## src/rtl/tx_seq_arbiter_pkg.sv

```systemverilog
// Shared constants, source indices and mask type for the TX TLP source arbiter.
// Source index order is also the tie-break priority order (lowest index wins).
package tx_arbiter_pkg;

    localparam int DATA_WIDTH = 5;
    localparam int FIFO_DEPTH = 8;

    localparam int SRC_A2P1   = 0;
    localparam int SRC_A2P2   = 1;
    localparam int SRC_MASTER = 2;
    localparam int SRC_RX_CPL = 3;
    localparam int SRC_RX_MSG = 4;

    typedef logic [DATA_WIDTH-1:0] src_mask_t;

    // One-hot of the lowest set bit; zero in, zero out.
    function automatic src_mask_t lowest_set(input src_mask_t m);
        return m & (~m + src_mask_t'(1));
    endfunction

endpackage

```

## src/rtl/tx_seq_arbiter_if.sv

```systemverilog
// Requester/arbiter handshake bundle for the TX TLP source arbiter.
// The master side is the requester/downstream environment, the slave side is the arbiter.
interface tx_seq_arbiter_if;

    logic       a2p1_valid;
    logic       a2p1_grant;
    logic       a2p2_valid;
    logic       a2p2_grant;
    logic       master_valid;
    logic       master_grant;
    logic [1:0] rx_router_valid;
    logic [1:0] rx_router_grant;
    logic       tx_ready;
    logic       fifo_empty;
    logic       fifo_full;

    modport master (
        output a2p1_valid,
        output a2p2_valid,
        output master_valid,
        output rx_router_valid,
        output tx_ready,
        input  a2p1_grant,
        input  a2p2_grant,
        input  master_grant,
        input  rx_router_grant,
        input  fifo_empty,
        input  fifo_full
    );

    modport slave (
        input  a2p1_valid,
        input  a2p2_valid,
        input  master_valid,
        input  rx_router_valid,
        input  tx_ready,
        output a2p1_grant,
        output a2p2_grant,
        output master_grant,
        output rx_router_grant,
        output fifo_empty,
        output fifo_full
    );

endinterface

```

## src/rtl/tx_seq_arbiter_seq_recorder_fifo.sv

```systemverilog
// Arrival-order recorder: synchronous FIFO of per-cycle request masks.
// Pointers carry one extra wrap bit so full and empty are distinguishable.
module seq_recorder_fifo #(
    parameter int DATA_WIDTH = 5,
    parameter int DEPTH      = 8
) (
    input  logic                  clk,
    input  logic                  arst,
    input  logic                  push,
    input  logic [DATA_WIDTH-1:0] push_data,
    input  logic                  pop,
    output logic [DATA_WIDTH-1:0] head,
    output logic                  full,
    output logic                  empty
);

    localparam int AW = $clog2(DEPTH);
    localparam logic [AW:0] PTR_ONE = {{AW{1'b0}}, 1'b1};

    logic [DATA_WIDTH-1:0] mem [DEPTH];
    logic [AW:0]           wr_ptr;
    logic [AW:0]           rd_ptr;
    logic                  do_push;
    logic                  do_pop;

    // A full FIFO refuses the push even when a pop frees a slot on the same edge.
    assign do_push = push && !full;
    assign do_pop  = pop && !empty;

    always_ff @(posedge clk) begin
        if (arst) begin
            wr_ptr <= '0;
            rd_ptr <= '0;
        end else begin
            if (do_push) begin
                wr_ptr <= wr_ptr + PTR_ONE;
            end
            if (do_pop) begin
                rd_ptr <= rd_ptr + PTR_ONE;
            end
        end
    end

    always_ff @(posedge clk) begin
        if (do_push && !arst) begin
            mem[wr_ptr[AW-1:0]] <= push_data;
        end
    end

    assign head  = mem[rd_ptr[AW-1:0]];
    assign empty = (wr_ptr == rd_ptr);
    assign full  = (wr_ptr[AW] != rd_ptr[AW]) && (wr_ptr[AW-1:0] == rd_ptr[AW-1:0]);

endmodule

```

## src/rtl/tx_seq_arbiter.sv

```systemverilog
// TX TLP source arbiter: grants strictly in arrival order, fixed priority only
// among requests that arrived on the same cycle.
module tx_seq_arbiter
    import tx_arbiter_pkg::*;
(
    input  logic             clk,
    input  logic             arst,
    tx_seq_arbiter_if.slave  bus
);

    src_mask_t req;
    src_mask_t new_req;
    src_mask_t pending;
    src_mask_t served;
    src_mask_t head;
    src_mask_t remaining;
    src_mask_t grant_vec;
    logic      fifo_push;
    logic      fifo_pop;
    logic      fifo_full;
    logic      fifo_empty;

    always_comb begin
        req             = '0;
        req[SRC_A2P1]   = bus.a2p1_valid;
        req[SRC_A2P2]   = bus.a2p2_valid;
        req[SRC_MASTER] = bus.master_valid;
        req[SRC_RX_CPL] = bus.rx_router_valid[0];
        req[SRC_RX_MSG] = bus.rx_router_valid[1];
    end

    // A source already recorded and not yet granted is not re-recorded.
    assign new_req   = req & ~pending;
    assign fifo_push = |new_req;
    assign remaining = head & ~served;

    always_comb begin
        grant_vec = '0;
        if (!arst && bus.tx_ready && !fifo_empty) begin
            grant_vec = lowest_set(remaining);
        end
    end

    assign fifo_pop = (|grant_vec) && ((remaining & ~grant_vec) == '0);

    always_ff @(posedge clk) begin
        if (arst) begin
            pending <= '0;
            served  <= '0;
        end else begin
            pending <= (pending | (fifo_full ? '0 : new_req)) & ~grant_vec;
            if (fifo_pop) begin
                served <= '0;
            end else begin
                served <= served | grant_vec;
            end
        end
    end

    seq_recorder_fifo #(
        .DATA_WIDTH (DATA_WIDTH),
        .DEPTH      (FIFO_DEPTH)
    ) u_recorder (
        .clk       (clk),
        .arst      (arst),
        .push      (fifo_push),
        .push_data (new_req),
        .pop       (fifo_pop),
        .head      (head),
        .full      (fifo_full),
        .empty     (fifo_empty)
    );

    assign bus.a2p1_grant      = grant_vec[SRC_A2P1];
    assign bus.a2p2_grant      = grant_vec[SRC_A2P2];
    assign bus.master_grant    = grant_vec[SRC_MASTER];
    assign bus.rx_router_grant = {grant_vec[SRC_RX_MSG], grant_vec[SRC_RX_CPL]};
    assign bus.fifo_empty      = fifo_empty;
    assign bus.fifo_full       = fifo_full;

endmodule

```

## src/flat_wrapper.sv

```systemverilog
// flat-port wrapper written by rule: the top's interface ports become plain ports
module tx_seq_arbiter_flat import tx_arbiter_pkg::*;
  (clk, arst, bus_a2p1_valid, bus_a2p2_valid, bus_master_valid, bus_rx_router_valid, bus_tx_ready, bus_a2p1_grant, bus_a2p2_grant, bus_master_grant, bus_rx_router_grant, bus_fifo_empty, bus_fifo_full);
  tx_seq_arbiter_if bus_i ();
  input  logic clk;
  input  logic arst;
  input wire logic [$bits(bus_i.a2p1_valid)-1:0] bus_a2p1_valid;
  input wire logic [$bits(bus_i.a2p2_valid)-1:0] bus_a2p2_valid;
  input wire logic [$bits(bus_i.master_valid)-1:0] bus_master_valid;
  input wire logic [$bits(bus_i.rx_router_valid)-1:0] bus_rx_router_valid;
  input wire logic [$bits(bus_i.tx_ready)-1:0] bus_tx_ready;
  output wire logic [$bits(bus_i.a2p1_grant)-1:0] bus_a2p1_grant;
  output wire logic [$bits(bus_i.a2p2_grant)-1:0] bus_a2p2_grant;
  output wire logic [$bits(bus_i.master_grant)-1:0] bus_master_grant;
  output wire logic [$bits(bus_i.rx_router_grant)-1:0] bus_rx_router_grant;
  output wire logic [$bits(bus_i.fifo_empty)-1:0] bus_fifo_empty;
  output wire logic [$bits(bus_i.fifo_full)-1:0] bus_fifo_full;
  assign bus_i.a2p1_valid = bus_a2p1_valid;
  assign bus_i.a2p2_valid = bus_a2p2_valid;
  assign bus_i.master_valid = bus_master_valid;
  assign bus_i.rx_router_valid = bus_rx_router_valid;
  assign bus_i.tx_ready = bus_tx_ready;
  assign bus_a2p1_grant = bus_i.a2p1_grant;
  assign bus_a2p2_grant = bus_i.a2p2_grant;
  assign bus_master_grant = bus_i.master_grant;
  assign bus_rx_router_grant = bus_i.rx_router_grant;
  assign bus_fifo_empty = bus_i.fifo_empty;
  assign bus_fifo_full = bus_i.fifo_full;
  tx_seq_arbiter u_core (.clk(clk), .arst(arst), .bus(bus_i));
endmodule
```

## config.mk

```make
export PLATFORM = sky130hd
export DESIGN_NAME = tx_seq_arbiter_flat
export DESIGN_NICKNAME = d
export VERILOG_FILES = /design/src/rtl/tx_seq_arbiter_pkg.sv /design/src/rtl/tx_seq_arbiter_if.sv /design/src/rtl/tx_seq_arbiter_seq_recorder_fifo.sv /design/src/rtl/tx_seq_arbiter.sv /design/src/flat_wrapper.sv
export SDC_FILE = /design/constraint.sdc
export NUM_CORES = 1
export LEC_CHECK = 0
export BUFFER_PORTS_ARGS = -buffer_cell sky130_fd_sc_hd__buf_2
export CAP_MARGIN = 10
export CELL_PAD_IN_SITES_DETAIL_PLACEMENT = 0
export CELL_PAD_IN_SITES_GLOBAL_PLACEMENT = 2
export CORE_AREA = 2 2 79 81
export DETAILED_ROUTE_END_ITERATION = 6
export DIE_AREA = 0 0 81 83
export PLACE_DENSITY = 0.84
export SETUP_SLACK_MARGIN = 0.1
export SYNTH_ARGS = -nofsm -noshare
export SYNTH_HDL_FRONTEND = slang
export SYNTH_SLANG_ARGS = --single-unit
```

## constraint.sdc

```tcl
create_clock -name clk -period 4.3 [get_ports clk]
set_clock_uncertainty 0.15 [all_clocks]
set_input_delay 0.43 -clock clk [delete_from_list [all_inputs] [get_ports clk]]
set_output_delay 0.43 -clock clk [all_outputs]
set_load 0.03 [all_outputs]
```

## After elaboration in Yosys (flattened, before gate mapping)

Memory sizes are Yosys's and may differ from the RTL's. A register that Yosys moved wholly into a read port is not among the register bits.
Index checks and enable logic that the tools add are counted.

- Multiplexer cells: 6
- Add/sub/neg operators: 3
- Reduce and logical (&&, ||, !) cells: 14
- Bitwise operators: 11
- Equal/unequal tests: 3

Operator list:

| kind | count |
|---|---|
| $and A5 B5 Y5 | 5 |
| $not A5 Y5 | 4 |
| $mux W5 | 2 |
| $or A5 B5 Y5 | 2 |
| $reduce_or A5 Y1 | 2 |
| $add A4 B1 Y4 const B | 2 |
| $logic_and A1 B1 Y1 | 7 |
| $mux W3 | 2 |
| $add A5 B1 Y5 const B | 1 |
| $logic_not A5 Y1 | 1 |
| $eq A4 B4 Y1 | 1 |
| $eq A3 B3 Y1 | 1 |
| $logic_not A1 Y1 | 3 |
| $mux W1 | 2 |
| $reduce_or A2 Y1 | 1 |
| $ne A1 B1 Y1 | 1 |

- Register bits after elaboration: 18
- Bits in writable memories: 40
- Memories: 1
- Bits of input ports: 8
- Output and inout bits: 7

Memory list:

| memory | depth | width | read ports | clocked after Yosys merged registers in | write ports | RTL line | text |
|---|---|---|---|---|---|---|---|
| u_core.u_recorder.mem | 8 | 5 | 1 | 1 | 1 | tx_seq_arbiter_seq_recorder_fifo.sv:20 | `logic [DATA_WIDTH-1:0] mem [DEPTH];` |

## Logic depth before layout (Yosys ltp)

Gate-level depths: netlist (run 1).

- Depth after elaboration: 13
- Gate-level depth with buffers: 8
- Mapped depth without buffers: 7

## Modules after synthesis

A second synthesis (run 1) with hierarchy kept.

- Cell total of the unflattened synthesis: 205
- Area, all modules: 2,791.4 um2

By module, submodules not included:

| module | instances | area each (um2) | seq. area each (um2) | cells an instance |
|---|---|---|---|---|
| seq_recorder_fifo | 1 | 2,237.1 | 1,421.4 | 141 |
| tx_seq_arbiter | 1 | 554.3 | 200.2 | 64 |

## Least setup slack after synthesis (run 1)

No wires, ideal clock.

- Kind: input port to flip-flop
- Start: input arst
- End: register u_core.u_recorder.rd_ptr[3]
- Cell stages on the path: 7
- Required time: 4.078 ns
- Path buffers: 1
- Arrival: 3.060 ns
- Slack: 1.019 ns
- Cells stage by stage: clkbuf_1 nand2b_1 a41o_1 nor4_1 a41oi_2 a21oi_1 mux2i_1

- Longest elaborated chain between the ends: 9
- Elaborated cells on any way between the ends: 10

RTL lines:

| what | RTL line | text |
|---|---|---|
| from (decl) | flat_wrapper.sv:6 | `input logic arst;` |
| $logic_not A1 Y1 * | tx_seq_arbiter.sv:39 | `if (!arst && bus.tx_ready && !fifo_empty) begin` |
| $logic_and A1 B1 Y1 * (2 in series) | tx_seq_arbiter.sv:39 |  |
| $mux W5 * | tx_seq_arbiter.sv:39 |  |
| net bus_a2p1_grant | flat_wrapper.sv:12 | `output wire logic [$bits(bus_i.a2p1_grant)-1:0] bus_a2p1_grant;` |
| $not A5 Y5 | tx_seq_arbiter.sv:44 | `assign fifo_pop = (\|grant_vec) && ((remaining & ~grant_vec) == '0);` |
| $and A5 B5 Y5 | tx_seq_arbiter.sv:44 |  |
| $logic_not A5 Y1 | tx_seq_arbiter.sv:44 |  |
| $logic_and A1 B1 Y1 * | tx_seq_arbiter.sv:44 |  |
| $logic_and A1 B1 Y1 * | tx_seq_arbiter_seq_recorder_fifo.sv:28 | `assign do_pop = pop && !empty;` |
| to (signal assigned) | tx_seq_arbiter_seq_recorder_fifo.sv:39 | `rd_ptr <= rd_ptr + PTR_ONE;` |
| to (decl) | tx_seq_arbiter_seq_recorder_fifo.sv:22 | `logic [AW:0] rd_ptr;` |

The timed path passes the listed nets; every way through them passes the cells marked *.
A chain may end at the register's enable or synchronous reset.

==> out/results.ini, run 1 <==
[timing]
hold_viol=0
period_share=0.835
fmax_ghz=0.279
whs_ns=0.240
period_minus_slack_ns=3.59
rsz0062_at_grt=no
relSlewSlack=0.424
drv_slew=0
tightestPinTransition_ns=0.858
fin_ws_ns=0.710
fin_setup_tns_ns=0
setup_viol=0

[power_and_ir_drop]
p_sw_frac=0.233
power.total_mw=1.34
p_sw_uw=313
p_leak_nw=1.05
p_clk_frac=0.397
p_seq_frac=0.505
vdd_drop_max_mv=0.198
power.share.combinational=0.098
powerDensity_nw_per_um2=451
p_int_mw=1.03

[synth]
synth_ff_type=edfxtp_1
synthAdderAreaFrac=0.00952
yosysWarnings=0
synthXorXnorAreaFrac=0.0300
syn-num-nets=202
synth_top_family_by_area=simple AND/OR/NAND/NOR gates
ys_ff_latch=61
synthCells=192
netlist_area_um2=2630
synth.avg_cell_area_um2=13.7
postSynth.asyncResetShare=0
yosys.area_share.simple=0.127
yosysSeqAreaShare=0.617
ys_types=40
synth_mux_area_frac=0.121
synth_compound_area_frac=0.0776
synth-edff-count=40

[worst_hold_path]
hold_depth=3
hold_class=in2reg

[cells_and_area]
antenna_cells=0
final_cells=291
syn_to_final_growth_pct=13.0
final_common_cell=edfxtp_1
most-common-layout-cells=edfxtp_1, dfxtp_1, nor2_1
drive_above_1_share=0.181
nNetsFinal=221

[clock_network]
clock_latency_ns=0.33
htreeDepth=3
ctsResizeCount=0
clock_sinks=61
cts_buffers=9
clkTransAtPathRegs_ns=0.07
cts_setup_buffers=0
cts_tree=done
root_buffer=clkbuf_8
clock_path_buffers=2
cts_hold_buf=0

[placed_design]
numPortBuffers=14
dpl.hpwl_um=3700
gp_congestion=0.856
dp_slack_ns=1.02
place_inst=275

[setup_path]
crit_fanout=12
required_ns=3.72
reg2reg_depth=7
slowest_delay_ns=0.67
worstPathArrival_ns=3.01
path_cells=mux4_1, mux2_2, a211o_1, nor4_1, buf_2
path_class=reg2out
critPathCaptureType=output port
start_kind=register
crit_path_top_delay_cell=dfxtp_1

[route]
wirelength_um=5190
drc=0
dr.pass1.iters=4
met3_length_um=246
route.met2.wl_um=2520
highest_layer=met4
viasPerCell=5.42
post_drt_wl_per_cell_um=17.8
drtIter0Drc=111
vias=1576
drtAntennaViolNets=0
met1_length_um=2380

[grt]
grt_pass1_wl_um=8450
grt_pass1_vias=1584
track_usage=0.174
grt_antenna_before_repair=0
grt_start_max_net_pins=20
grt-ovfl-total=0

[floorplan]
io_pins=15
row_count=28
core-area_um2=5820
initial_core_util=0.452
die-width_um=81
die_h_um=83
design.die.area_um2=6720

[job]
drv_cap=0

[status]
status=finished clean

[sequential cells by signal, summed over array words and instances, names as in the netlist, named ones only]
signal / flops
u_core.u_recorder.wr_ptr: 4
u_core.u_recorder.rd_ptr: 4
u_core.u_recorder.mem: 40
u_core.served: 5
u_core.pending: 5
[power by group through the flow]
| stage | Sequential [mW] | Clock (mW) | Combinational (mW) |
|---|---|---|---|
| 4_1_cts | 0.677 | 0.547 | 0.133 |
| 6_report | 0.676 | 0.532 | 0.132 |
| 2_1_floorplan | 0.676 | 0 | 0.107 |
| 5_1_grt | 0.680 | 0.573 | 0.148 |
| 3_5_place_dp | 0.689 | 0 | 0.133 |
| 3_3_place_gp | 0.687 | 0 | 0.129 |
[path summary, 6_finish.rpt]
check                    from                endpoint  slack, ns
min            bus_a2p2_valid       u_core.pending[1]       0.24
max                  register  bus_rx_router_grant[0]       0.71
max reg2reg          register        u_core.served[4]       1.11
min reg2reg  u_core.served[2]        u_core.served[2]       0.33
[worst max-delay path: cells and delay by family, from the launching register on]
kind	cells	cell delay, ns
DFF	1	0.67
AOI/OAI and AO/OA	1	0.37
and+or+nand+nor	1	0.43
buffers and inverters	1	0.29
muxes	2	0.92
[per-layer routing]
layer	track usage	up-vias
met5	0	-
met4	0.0678	0
met3	0.0565	4
met2	0.251	41
met1	0.243	757
li1	-	774
[synthesized netlist by cell type (2+ instances only)]
| cell | instances | area share |
|---|---|---|
| nor4_1 | 2 | 0.0048 |
| xor2_1 | 4 | 0.013 |
| nand2b_1 | 6 | 0.014 |
| edfxtp_1 | 40 | 0.46 |
| clkbuf_1 | 4 | 0.0057 |
| mux4_1 | 6 | 0.060 |
| mux4_2 | 2 | 0.017 |
| dfxtp_1 | 21 | 0.16 |
| ha_1 | 2 | 0.0095 |
| nand2_1 | 5 | 0.0071 |
| nand3_1 | 4 | 0.0076 |
| o21ai_1 | 2 | 0.0038 |
| nor2b_1 | 7 | 0.017 |
| inv_1 | 3 | 0.0043 |
| a21oi_1 | 11 | 0.021 |
| nor3_1 | 10 | 0.019 |
| o21a_1 | 6 | 0.017 |
| nand4_1 | 2 | 0.0048 |
| nor3b_1 | 2 | 0.0057 |
| mux2i_1 | 7 | 0.027 |
| mux2_2 | 4 | 0.017 |
| nor2_1 | 20 | 0.029 |
| xnor2_1 | 5 | 0.017 |
[cell families (layout without fill, tap and decap cells)]
family	count (synthesis)	in the layout
compound gates	29	29
mux	19	19
flops	61	61
xor+xnor	9	9
fa+ha+maj	2	2
buf+inv	10	34
simple gates	62	62
[through the flow]
step	util	cell area, um^2
3_3_place_gp	0.475	2760
6_report	0.511	2970
4_1_cts	0.511	2970
5_1_grt	0.511	2970
2_1_floorplan	-	2630
3_5_place_dp	0.475	2760
[final cells by class]
cell class                      instances  area (um^2)
Inverter                                3         11.3
Clock inverter                          5         75.1
Timing Repair Buffer                   15         77.6
Clock buffer                           11          131
Sequential cell                        61         1620
Tap cell                               75         93.8
Multi-Input combinational cell        121          958
Fill cell                             506         2850
(Power assumes the default switching activity.)
==> inputs of run 2 (changes only) <==
--- a/config.mk
+++ b/config.mk
@@ -9,10 +9,10 @@
 export CAP_MARGIN = 10
 export CELL_PAD_IN_SITES_DETAIL_PLACEMENT = 0
 export CELL_PAD_IN_SITES_GLOBAL_PLACEMENT = 2
-export CORE_AREA = 2 2 79 81
+export CORE_AREA = 2 2 82 84
 export DETAILED_ROUTE_END_ITERATION = 6
-export DIE_AREA = 0 0 81 83
-export PLACE_DENSITY = 0.84
+export DIE_AREA = 0 0 84 86
+export PLACE_DENSITY = 0.78
 export SETUP_SLACK_MARGIN = 0.1
 export SYNTH_ARGS = -nofsm -noshare
 export SYNTH_HDL_FRONTEND = slang
==> constraint.sdc (replaced) <==
create_clock -name clk -period 3.5 [get_ports clk]
set_clock_uncertainty 0.15 [all_clocks]
set_input_delay 0.35 -clock clk [delete_from_list [all_inputs] [get_ports clk]]
set_output_delay 0.35 -clock clk [all_outputs]
set_load 0.03 [all_outputs]
==> out/results.ini, run 2 (synthesis results as in run 1) <==
[power_and_ir_drop]
power.share.combinational=0.116
p_sw_uw=381
p_clk_frac=0.327
powerDensity_nw_per_um2=500
vdd_drop_max_mv=0.256
p_int_mw=1.11
p_sw_frac=0.255
p_seq_frac=0.558
p_leak_nw=1.07

[floorplan]
die_h_um=86
initial_core_util=0.419
design.die.area_um2=7220
die-width_um=84
row_count=29
io_pins=15
core-area_um2=6280

[setup_path]
critPathCaptureType=output port
crit_path_top_delay_cell=mux4_1
required_ns=3.00
start_kind=register
slowest_delay_ns=0.64
path_class=reg2out
path_cells=buf_4, mux4_1, mux2_2, a211o_1, nor4_4, buf_2
worstPathArrival_ns=2.74
crit_fanout=12

[timing]
period_minus_slack_ns=3.24
period_share=0.927
rsz0062_at_grt=no
setup_viol=0
hold_viol=0
drv_slew=0
fmax_ghz=0.308
fin_setup_tns_ns=0
tightestPinTransition_ns=0.926
relSlewSlack=0.377

[cells_and_area]
largest_reg_flops=40
syn_to_final_growth_pct=13.6
fillerInstances=558
multi_input_comb_area_um2=965
nNetsFinal=230
antenna_cells=0
design_area_um2=2990
final_common_cell=edfxtp_1
drive_above_1_share=0.211
ff_latch_area_um2=1620
most-common-layout-cells=edfxtp_1, nor2_1, dfxtp_1

[clock_network]
clkTransAtPathRegs_ns=0.06
cts_buffers=9
clock_path_buffers=2
root_buffer=clkbuf_8
clock_latency_ns=0.33
cts_tree=done
htreeDepth=3
clock_sinks=61

[placed_design]
dpl.hpwl_um=3970
gp_congestion=0.808
numPortBuffers=14
place_area_um2=2820

[route]
post_drt_wl_per_cell_um=18.6
drc=0
wirelength_um=5580
drtIter0Drc=119
vias=1646
drtAntennaViolNets=0
viasPerCell=5.49
dr.pass1.iters=4

[grt]
grt_antenna_before_repair=0
grt_start_max_net_pins=20
grt_pass1_wl_um=8600
track_usage=0.164
grt-ovfl-total=0
grt_pass1_vias=1645

[worst_hold_path]
hold_class=in2reg

[status]
status=finished clean

[job]
drv_cap=0

==> run 2: layer usage <==
metal  part of all wire  vias up  GRT usage
met4              0.026        0     0.0909
li1                   -      784          -
met2               0.48       30      0.255
met3              0.041       12     0.0481
met5                  0        -          0
met1               0.46      820      0.207
==> run 2: final cells by class <==
class | instances | share of cell area
flip-flops and latches | 61 | 0.544
multi-input cells | 121 | 0.323
repair buffers | 24 | 0.0486
clock buffers | 10 | 0.0427
well taps | 77 | 0.0323
clock inverters | 4 | 0.00587
inverters | 3 | 0.00377
==> run 2: stage by stage <==
stage	worst slack [ns]	utilization	instances	power [mW]	hold slack [ns]
floorplan	0.299	-	192	0.962	0.291
finish	0.255	0.476	300	1.49	0.185
CTS	0.149	0.472	298	1.50	0.173
global route	0.130	0.476	300	1.55	0.203
detailed placement	0.406	0.449	284	1.02	0.313
global placement	0.399	0.449	284	1.01	0.303
==> run 2: worst paths after layout <==
| check | cells after the start | from | slack, ns | endpoint |
|---|---|---|---|---|
| worst max-delay path | 6 | register | 0.26 | bus_rx_router_grant[1] |
| worst min-delay path | 3 | bus_rx_router_valid[0] | 0.19 | u_core.pending[3] |
| worst max register to register | 8 | register | 0.45 | u_core.u_recorder.rd_ptr[3] |
| worst min register to register | 1 | u_core.served[2] | 0.33 | u_core.served[2] |
==> run 2: power by group through the flow <==
stage	Combinational (mW)	Sequential [mW]	Clock [mW]
CTS	0.173	0.832	0.500
detailed placement	0.172	0.847	0
global route	0.190	0.835	0.528
global placement	0.169	0.845	0
floorplan	0.131	0.830	0
finish	0.173	0.832	0.488
==> run 2: what timing repair did <==
item | CTS | global route
pin swaps | 1 | 1
hold endpoints to repair | 0 | 0
setup buffers | 0 | 2
endpoints found under the setup margin | 1 | 2
gates resized for setup | 0 | 2
hold buffers | 0 | 0
==> run 2: worst max-delay path, delay by kind of cell, from the launching register on <==
kind	cells	cell delay [ns]
buffers and inverters	2	0.47
AO/OA/AOI/OAI	1	0.38
flip-flops	1	0.31
AND/OR/NAND/NOR	1	0.32
multiplexers	2	0.94
==> inputs of run 3 (changes only) <==
--- a/config.mk
+++ b/config.mk
@@ -6,7 +6,7 @@
 export NUM_CORES = 1
 export LEC_CHECK = 0
 export BUFFER_PORTS_ARGS = -buffer_cell sky130_fd_sc_hd__buf_2
-export CAP_MARGIN = 10
+export CAP_MARGIN = 20
 export CELL_PAD_IN_SITES_DETAIL_PLACEMENT = 0
 export CELL_PAD_IN_SITES_GLOBAL_PLACEMENT = 2
 export CORE_AREA = 2 2 82 84
==> constraint.sdc (replaced) <==
create_clock -name clk -period 3.5 [get_ports clk]
set_clock_uncertainty 0.15 [all_clocks]
set_input_delay 0.875 -clock clk [delete_from_list [all_inputs] [get_ports clk]]
set_output_delay 0.875 -clock clk [all_outputs]
set_load 0.03 [all_outputs]
==> out/results.ini, run 3 (synthesis results as in run 1) <==
[clock_network]
cts_buffers=9
htreeDepth=3
clkTransAtPathRegs_ns=0.07
clock_latency_ns=0.33
cts_tree=done
root_buffer=clkbuf_8
clock_path_buffers=2
clock_sinks=61

[cells_and_area]
design_area_um2=3220
most-common-layout-cells=edfxtp_1, buf_4, nor2_1, dfxtp_1
antenna_cells=0
nNetsFinal=247
fillerInstances=544
syn_to_final_growth_pct=22.7
drive_above_1_share=0.331
final_common_cell=edfxtp_1
largest_reg_flops=40
final_core_util=0.513

[timing]
drv_slew=0
tightestPinTransition_ns=0.520
period_minus_slack_ns=3.39
whs_ns=0.340
relSlewSlack=0.644
period_share=0.968
hold_viol=0
fin_setup_tns_ns=0
fmax_ghz=0.295
rsz0062_at_grt=yes
setup_viol=0

[placed_design]
dpl.hpwl_um=3960
gp_congestion=0.826
numPortBuffers=14
place_area_um2=2940

[route]
drtIter0Drc=107
drtAntennaViolNets=0
dr.pass1.iters=4
drc=0
wirelength_um=5690
vias=1679
viasPerCell=5.26
post_drt_wl_per_cell_um=17.8

[setup_path]
worstPathArrival_ns=2.36
slowest_delay_ns=0.50
path_class=reg2out
required_ns=2.47
reg2reg_slack_ns=0.38
path_cells=buf_12, mux4_2, mux2_4, a211o_4, nor2_1, clkbuf_4
path_buf_inv=2
critPathCaptureType=output port
rr_endpoint=u_core.u_recorder.rd_ptr[3]
cp_top_family=multiplexers
start_kind=register
reg2reg_depth=10
crit_path_top_delay_cell=mux4_2
crit_fanout=3

[grt]
grt_pass1_vias=1763
grt_pass1_wl_um=9220
grt_start_max_net_pins=19
track_usage=0.171
grt_antenna_before_repair=0
grt-ovfl-total=0

[worst_hold_path]
hold_depth=1
min_from=u_core.served[2]
holdPathEnd=u_core.served[2]
hold_class=reg2reg

[floorplan]
io_pins=15
row_count=29
core-area_um2=6280
initial_core_util=0.419
die_h_um=86
die-width_um=84
design.die.area_um2=7220

[power_and_ir_drop]
vdd_drop_max_mv=0.216
power.total_mw=1.58
p_leak_nw=1.18
powerDensity_nw_per_um2=491

[job]
drv_cap=0

[status]
status=finished clean

-- run 3: how the worst max path moves through the flow --
stage              from                     end  slack (ns)  cells after the start
2_1_floorplan      arst  bus_rx_router_grant[0]        0.05                      5
3_3_place_gp   register  bus_rx_router_grant[1]        0.16                      5
3_5_place_dp   register  bus_rx_router_grant[0]        0.11                      5
4_1_cts        register  bus_rx_router_grant[1]        0.11                      7
5_1_grt        register  bus_rx_router_grant[0]        0.06                      6
6_report       register        bus_master_grant        0.11                      6
-- run 3: worst register-to-register path, delay by kind of cell, from the launching register on --
kind            cells  cell delay [ns]
compound gates      4             1.16
mux                 3             0.93
buf+inv             3             0.43
flops               1             0.38
-- run 3: where the power goes --
| part | switching, mW | internal, mW |
|---|---|---|
| Clock | 0.259 | 0.292 |
| Combinational | 0.114 | 0.0860 |
| Sequential | 0.0261 | 0.804 |
-- run 3: final cells by class --
type	count	area (um^2)	share of cell area
multi-input combinational	121	1000	0.310
inverter	3	11.3	0.00349
timing repair buffer	41	309	0.0959
tap	77	96.3	0.0299
clock buffer	12	155	0.0481
clock inverter	4	22.5	0.00699
sequential	61	1630	0.505
-- run 3: what timing repair did --
| action | CTS | global route |
|---|---|---|
| cloned | 0 | 0 |
| gates resized for setup | 14 | 7 |
| setup endpoints to repair | 4 | 3 |
| buffers inserted | 2 | 3 |
| pin swaps | 3 | 2 |
| hold buffers | 0 | 0 |
-- run 3: metrics by stage --
| step | instances | setup slack [ns] |
|---|---|---|
| detailed placement | 298 | 0.113 |
| floorplan | 192 | 0.0541 |
| global placement | 298 | 0.160 |
| global route | 319 | 0.0631 |
| CTS | 316 | 0.106 |
| finish | 319 | 0.113 |
-- run 3: layer usage --
layer,GRT usage,wire (um),vias to the layer above
met2,0.269,2700,35
met3,0.0375,196,5
met5,0,0,-
met4,0.0704,70,0
li1,-,-,817
met1,0.232,2720,822
